==> src/rtl/mem_arbiter.sv <==
`timescale 1ns/1ps
// mem_arbiter
// Single-port memory arbiter. It captures the core's per-cycle instruction-read,
// data-read and data-write requests and serialises them onto one
// request/acknowledge bus. Priority is write > data read > instruction read.
// Read results go back to the core, and MEM_WAIT stalls the core pipeline while
// any captured request is still outstanding.
//
// Ports:
//   CLK, RST                 clock; synchronous active-low reset
//   INST_RDEN/RIADDR         instruction read request and address
//   INST_ROADDR/RVALID/RDATA instruction read result
//   DATA_RDEN/RIADDR         data read request and address
//   DATA_ROADDR/RVALID/RDATA data read result
//   DATA_WREN/WADDR/WDATA    full-word data write request
//   MEM_WAIT                 pipeline hold
//   MEM_REQ/WE/ADDR/WDATA    bus request fields, registered and held until ack
//   MEM_ACK/RDATA            bus completion; read data valid with ack
module mem_arbiter #(
    parameter int unsigned WORD_ALIGN = 1
) (
    input  logic        CLK,
    input  logic        RST,
    input  logic        INST_RDEN,
    input  logic [31:0] INST_RIADDR,
    output logic [31:0] INST_ROADDR,
    output logic        INST_RVALID,
    output logic [31:0] INST_RDATA,
    input  logic        DATA_RDEN,
    input  logic [31:0] DATA_RIADDR,
    output logic [31:0] DATA_ROADDR,
    output logic        DATA_RVALID,
    output logic [31:0] DATA_RDATA,
    input  logic        DATA_WREN,
    input  logic [31:0] DATA_WADDR,
    input  logic [31:0] DATA_WDATA,
    output logic        MEM_WAIT,
    output logic        MEM_REQ,
    output logic        MEM_WE,
    output logic [31:0] MEM_ADDR,
    output logic [31:0] MEM_WDATA,
    input  logic        MEM_ACK,
    input  logic [31:0] MEM_RDATA
);

    typedef enum logic {IDLE, BUSY} state_t;
    typedef enum logic [1:0] {CH_W, CH_D, CH_I} chan_t;

    state_t      state_q, state_d;
    chan_t       sel_q, sel_d;
    logic        pw_q, pw_d, pd_q, pd_d, pi_q, pi_d;
    logic [31:0] waddr_q, waddr_d, wdata_q, wdata_d;
    logic [31:0] daddr_q, daddr_d, iaddr_q, iaddr_d;
    logic        mem_req_q, mem_req_d, mem_we_q, mem_we_d;
    logic [31:0] mem_addr_q, mem_addr_d, mem_wdata_q, mem_wdata_d;
    logic        inst_rvalid_q, inst_rvalid_d, data_rvalid_q, data_rvalid_d;
    logic [31:0] inst_roaddr_q, inst_roaddr_d, inst_rdata_q, inst_rdata_d;
    logic [31:0] data_roaddr_q, data_roaddr_d, data_rdata_q, data_rdata_d;
    logic        mem_wait;

    // Built only from registers, so there is no input-to-output path.
    assign mem_wait = pw_q | pd_q | pi_q | (state_q == BUSY);

    function automatic logic [31:0] bus_addr(input logic [31:0] a);
        return (WORD_ALIGN != 0) ? {a[31:2], 2'b00} : a;
    endfunction

    always_comb begin
        state_d       = state_q;
        sel_d         = sel_q;
        pw_d          = pw_q;
        pd_d          = pd_q;
        pi_d          = pi_q;
        waddr_d       = waddr_q;
        wdata_d       = wdata_q;
        daddr_d       = daddr_q;
        iaddr_d       = iaddr_q;
        mem_req_d     = mem_req_q;
        mem_we_d      = mem_we_q;
        mem_addr_d    = mem_addr_q;
        mem_wdata_d   = mem_wdata_q;
        inst_rvalid_d = inst_rvalid_q;
        inst_roaddr_d = inst_roaddr_q;
        inst_rdata_d  = inst_rdata_q;
        data_rvalid_d = data_rvalid_q;
        data_roaddr_d = data_roaddr_q;
        data_rdata_d  = data_rdata_q;

        if (!mem_wait) begin
            // A result is shown for exactly one unstalled cycle, then dropped.
            inst_rvalid_d = 1'b0;
            data_rvalid_d = 1'b0;
            if (DATA_WREN) begin
                pw_d    = 1'b1;
                waddr_d = DATA_WADDR;
                wdata_d = DATA_WDATA;
            end
            if (DATA_RDEN) begin
                pd_d    = 1'b1;
                daddr_d = DATA_RIADDR;
            end
            if (INST_RDEN) begin
                pi_d    = 1'b1;
                iaddr_d = INST_RIADDR;
            end
        end

        case (state_q)
            IDLE: begin
                // MEM_ACK is deliberately ignored here.
                if (pw_q) begin
                    state_d     = BUSY;
                    sel_d       = CH_W;
                    mem_req_d   = 1'b1;
                    mem_we_d    = 1'b1;
                    mem_addr_d  = bus_addr(waddr_q);
                    mem_wdata_d = wdata_q;
                end else if (pd_q) begin
                    state_d    = BUSY;
                    sel_d      = CH_D;
                    mem_req_d  = 1'b1;
                    mem_we_d   = 1'b0;
                    mem_addr_d = bus_addr(daddr_q);
                end else if (pi_q) begin
                    state_d    = BUSY;
                    sel_d      = CH_I;
                    mem_req_d  = 1'b1;
                    mem_we_d   = 1'b0;
                    mem_addr_d = bus_addr(iaddr_q);
                end
            end
            BUSY: begin
                if (MEM_ACK) begin
                    state_d   = IDLE;
                    mem_req_d = 1'b0;
                    case (sel_q)
                        CH_W: pw_d = 1'b0;
                        CH_D: begin
                            pd_d          = 1'b0;
                            data_rvalid_d = 1'b1;
                            data_roaddr_d = daddr_q;
                            data_rdata_d  = MEM_RDATA;
                        end
                        default: begin
                            pi_d          = 1'b0;
                            inst_rvalid_d = 1'b1;
                            inst_roaddr_d = iaddr_q;
                            inst_rdata_d  = MEM_RDATA;
                        end
                    endcase
                end
            end
            default: state_d = IDLE;
        endcase
    end

    always_ff @(posedge CLK) begin
        if (!RST) begin
            state_q       <= IDLE;
            sel_q         <= CH_W;
            pw_q          <= 1'b0;
            pd_q          <= 1'b0;
            pi_q          <= 1'b0;
            waddr_q       <= '0;
            wdata_q       <= '0;
            daddr_q       <= '0;
            iaddr_q       <= '0;
            mem_req_q     <= 1'b0;
            mem_we_q      <= 1'b0;
            mem_addr_q    <= '0;
            mem_wdata_q   <= '0;
            inst_rvalid_q <= 1'b0;
            inst_roaddr_q <= '0;
            inst_rdata_q  <= '0;
            data_rvalid_q <= 1'b0;
            data_roaddr_q <= '0;
            data_rdata_q  <= '0;
        end else begin
            state_q       <= state_d;
            sel_q         <= sel_d;
            pw_q          <= pw_d;
            pd_q          <= pd_d;
            pi_q          <= pi_d;
            waddr_q       <= waddr_d;
            wdata_q       <= wdata_d;
            daddr_q       <= daddr_d;
            iaddr_q       <= iaddr_d;
            mem_req_q     <= mem_req_d;
            mem_we_q      <= mem_we_d;
            mem_addr_q    <= mem_addr_d;
            mem_wdata_q   <= mem_wdata_d;
            inst_rvalid_q <= inst_rvalid_d;
            inst_roaddr_q <= inst_roaddr_d;
            inst_rdata_q  <= inst_rdata_d;
            data_rvalid_q <= data_rvalid_d;
            data_roaddr_q <= data_roaddr_d;
            data_rdata_q  <= data_rdata_d;
        end
    end

    assign MEM_WAIT    = mem_wait;
    assign MEM_REQ     = mem_req_q;
    assign MEM_WE      = mem_we_q;
    assign MEM_ADDR    = mem_addr_q;
    assign MEM_WDATA   = mem_wdata_q;
    assign INST_RVALID = inst_rvalid_q;
    assign INST_ROADDR = inst_roaddr_q;
    assign INST_RDATA  = inst_rdata_q;
    assign DATA_RVALID = data_rvalid_q;
    assign DATA_ROADDR = data_roaddr_q;
    assign DATA_RDATA  = data_rdata_q;

endmodule

==> config.mk <==
export PLATFORM = sky130hd
export DESIGN_NAME = mem_arbiter
export DESIGN_NICKNAME = d
export VERILOG_FILES = /design/src/rtl/mem_arbiter.sv
export SDC_FILE = /design/constraint.sdc
export NUM_CORES = 1
export LEC_CHECK = 0
export ABC_AREA = 1
export BUFFER_PORTS_ARGS = -buffer_cell sky130_fd_sc_hd__buf_2
export CORE_MARGIN = 1
export CORE_UTILIZATION = 35
export DETAILED_ROUTE_END_ITERATION = 8
export HOLD_SLACK_MARGIN = 0.12
export PLACE_DENSITY = 0.62
export SYNTH_ARGS = -nofsm -noshare
export SYNTH_HDL_FRONTEND = slang
export SYNTH_SLANG_ARGS = --single-unit
==> constraint.sdc <==
create_clock -name CLK -period 2.15 [get_ports CLK]
set_input_delay 0.215 -clock CLK [delete_from_list [all_inputs] [get_ports CLK]]
set_output_delay 0.215 -clock CLK [all_outputs]
set_load 0.005 [all_outputs]
==> flow_metrics.env <==
export IMPL_outcome="finished clean"
export IMPL_period_share_pct=83.8
export IMPL_fin_util_pct=49.7
export IMPL_rsz0062_at_grt="no"
export IMPL_drc_errors=0
export IMPL_clkLatencyLatePin_ns=0.52
export IMPL_fin_worst_skew_ns=0.0119
export IMPL_grt_total_usage_pct=20.8
export IMPL_cp_cell_sequence="inv_2, nor2_4, buf_12, o21ai_1, a21oi_1"
export IMPL_post_cts_buffers=0
export IMPL_grt_pass1_vias=11832
export IMPL_cts_sinks=326
export IMPL_endpoint_kind="register"
export IMPL_netlist_instances=1808
export IMPL_wirelength_um=39400
export IMPL_htreeDepth=2
export IMPL_clockBufferDepth=3
export IMPL_core_um2=35500
export IMPL_critPathBufInv=2
export IMPL_dp_final_hpwl_um=24900
export IMPL_p_per_area_nw_per_um2=1210
export IMPL_vias_per_cell=4.49
export IMPL_start_util_pct=35.4
export IMPL_syn_area_um2=12600
export IMPL_io_pins=363
export IMPL_ant_nets=0
export IMPL_synthAdderAreaFrac_pct=0
export IMPL_power_switching_mw=7.56
export IMPL_whs_path_depth=3
export IMPL_ys_warn_count=0
export IMPL_p_int_mw=13.8
export IMPL_ctsResizeCount=0
export IMPL_critPathMaxFanout=54
export IMPL_grt_pass1_wl_um=60900
export IMPL_first_pass_iters=5
export IMPL_overflow=0
export IMPL_ys_ff_latch=326
export IMPL_power_frac_comb_pct=31.5
export IMPL_required_ns=2.58
export IMPL_vias=12395
export IMPL_crit_family="flip-flops"
export IMPL_layout_common_cells="504 x nor2_1, 385 x nand2_1, 357 x buf_2, 324 x dfxtp_1, 164 x inv_1"
export IMPL_chipWidth_um=191
export IMPL_hold_class="primary input to register"
export IMPL_synthSimpleGateAreaFrac_pct=29.6
export IMPL_min_from="RST"
export IMPL_cts_tree="done"
export IMPL_reg2reg_to="MEM_WDATA[15]$_SDFFE_PN0P_"
export IMPL_tightest_slew_ns=0.727
export IMPL_critical_path_arrival_ns=2.23
export IMPL_vdd_drop_max_v=0.000644
export IMPL_setup_viol=0
export IMPL_synth_xor_area_share_pct=0
export IMPL_relSlewSlack_pct=51.5
export IMPL_clk_pin_slew_ns=0.06
export IMPL_die_h_um=191
export IMPL_rrSetupSlack_ns=0.35
export IMPL_ff2ff_path_depth=5
export IMPL_fmax_mhz=555
export IMPL_numCtsBuffers=37
export IMPL_avgSynthCellArea_um2=6.95
export IMPL_fin_nets=2438
export IMPL_gp_congestion=0.783
export IMPL_seq_area_frac_synth_pct=51.9
export IMPL_hold_buffers=159
export IMPL_period_needed_ns=1.80
export IMPL_hold_viol=0
export IMPL_final_common_cell="nor2_1"
export IMPL_start_kind="register"
export IMPL_antenna_found_initial=1
export IMPL_p_clk_share_pct=29.6
export IMPL_io_buffers=358
export IMPL_maxSlewViolCount=0
export IMPL_switching_share_pct=35.4
export IMPL_cts_root_buffer="clkbuf_16"
export IMPL_power_leakage_nw=9.19
export IMPL_reg2reg_from="pw_q$_SDFF_PN0_"
export IMPL_syn2layout_area_growth_pct=40.2
export IMPL_drv_cap=0
export IMPL_pwr_share_seq_pct=38.9
export IMPL_worstHoldEndpoint="iaddr_q[17]$_SDFFE_PN0P_"
export IMPL_avgRoutedWirePerCell_um=14.3
export IMPL_setup_tns_ns=0
export IMPL_synth_top_family_by_area="simple AND/OR/NAND/NOR gates"
export IMPL_synth_mux_area_share_pct=0
export IMPL_critPathSlowestCell="dfxtp_2"
export IMPL_drtIter0Drc=604
export IMPL_fp_row_count=69
export IMPL_grt_start_max_net_pins=73
export IMPL_drive_above_1_share_pct=19.9
export IMPL_slowest_delay_ns=0.56
export IMPL_crit_type="register to register"
export IMPL_synth_compound_area_share_pct=9.36
export IMPL_dieArea_um2=36700
export IMPL_ys_types=19
## power by group through the flow
stage	clock (mW)	sequential [mW]	combinational, mW
6_report	6.33	8.30	6.73
5_1_grt	6.74	8.47	7.70
4_1_cts	6.49	8.29	6.78
3_5_place_dp	0	8.40	6.52
3_3_place_gp	0	8.36	6.37
2_1_floorplan	0	8.22	4.37
## per-stage QoR
step | worst slack, ns | std cells | hold WS, ns | power [mW] | cell area, µm²
global route | 0.199 | 2760 | 0.143 | 22.9 | 17600
global placement | 0.376 | 2535 | 0.435 | 14.7 | 14800
finish | 0.347 | 2760 | 0.124 | 21.4 | 17600
floorplan | 0.850 | 1809 | 0.350 | 12.6 | 12600
CTS | 0.344 | 2759 | 0.123 | 21.6 | 17600
detailed placement | 0.347 | 2535 | 0.441 | 14.9 | 14800
## worst max-delay path by stage
stage	from	end	slack, ns	depth (start not counted)
floorplan	pw_q$_SDFF_PN0_	waddr_q[10]$_SDFFE_PN0P_	0.85	7
global placement	pw_q$_SDFF_PN0_	MEM_WDATA[1]$_SDFFE_PN0P_	0.38	5
detailed placement	pw_q$_SDFF_PN0_	MEM_WDATA[26]$_SDFFE_PN0P_	0.35	5
CTS	state_q$_SDFF_PN0_	MEM_WAIT	0.34	3
global route	pw_q$_SDFF_PN0_	MEM_WDATA[1]$_SDFFE_PN0P_	0.20	5
finish	pw_q$_SDFF_PN0_	MEM_WDATA[15]$_SDFFE_PN0P_	0.35	5
## routing by layer
metal / GRT usage (%) / share of wire [%] / wire length, µm
met1: 26.4 / 46 / 18000
met2: 34.6 / 45 / 17900
met3: 4.59 / 6.1 / 2400
met4: 7.23 / 2.8 / 1110
met5: 0 / 0 / 0
## registers in the layout, summed over array words and instances, names as in the netlist, 2 cells and up
name,count
DATA_RDATA,32
DATA_ROADDR,32
INST_RDATA,32
INST_ROADDR,32
MEM_ADDR,30
MEM_WDATA,32
daddr_q,32
iaddr_q,32
sel_q,2
waddr_q,30
wdata_q,32
## cells in the mapped netlist
master	number	area, µm²
nor2_1	505	1900
buf_1	11	41.3
nand3_2	1	10.0
nor2_2	2	12.5
nand2_1	385	1450
nor2_8	1	20.0
nand3_1	63	315
nor2_4	1	11.3
buf_2	47	235
o21ai_1	34	170
a21oi_1	73	365
inv_2	3	11.3
o21ai_0	128	641
dfxtp_1	326	6530
clkbuf_1	59	221
nand2_2	2	12.5
inv_1	164	616
buf_4	2	15.0
conb_1	1	3.75
## kinds of logic after synthesis
logic type,after synthesis
other,1
AO/OA/AOI/OAI,235
flip-flops,326
buffers and inverters,286
AND/OR/NAND/NOR,960
## worst register-to-register path, cell delays in order, from the launching register on
cell and delay [ns]:
dfxtp_2 0.56, inv_2 0.26, nor2_4 0.34, buf_12 0.28, o21ai_1 0.11, a21oi_1 0.17
## cell type report
| type | count | area (µm²) |
|---|---|---|
| multi-input combinational | 1197 | 4940 |
| inverter | 167 | 627 |
| fill | 3445 | 17900 |
| timing repair buffer | 543 | 3730 |
| clock inverter | 12 | 138 |
| clock buffer | 53 | 1080 |
| antenna | 1 | 2.50 |
| tap | 461 | 577 |
| sequential | 326 | 6530 |
No activity file was read; power rests on OpenSTA's default activity.
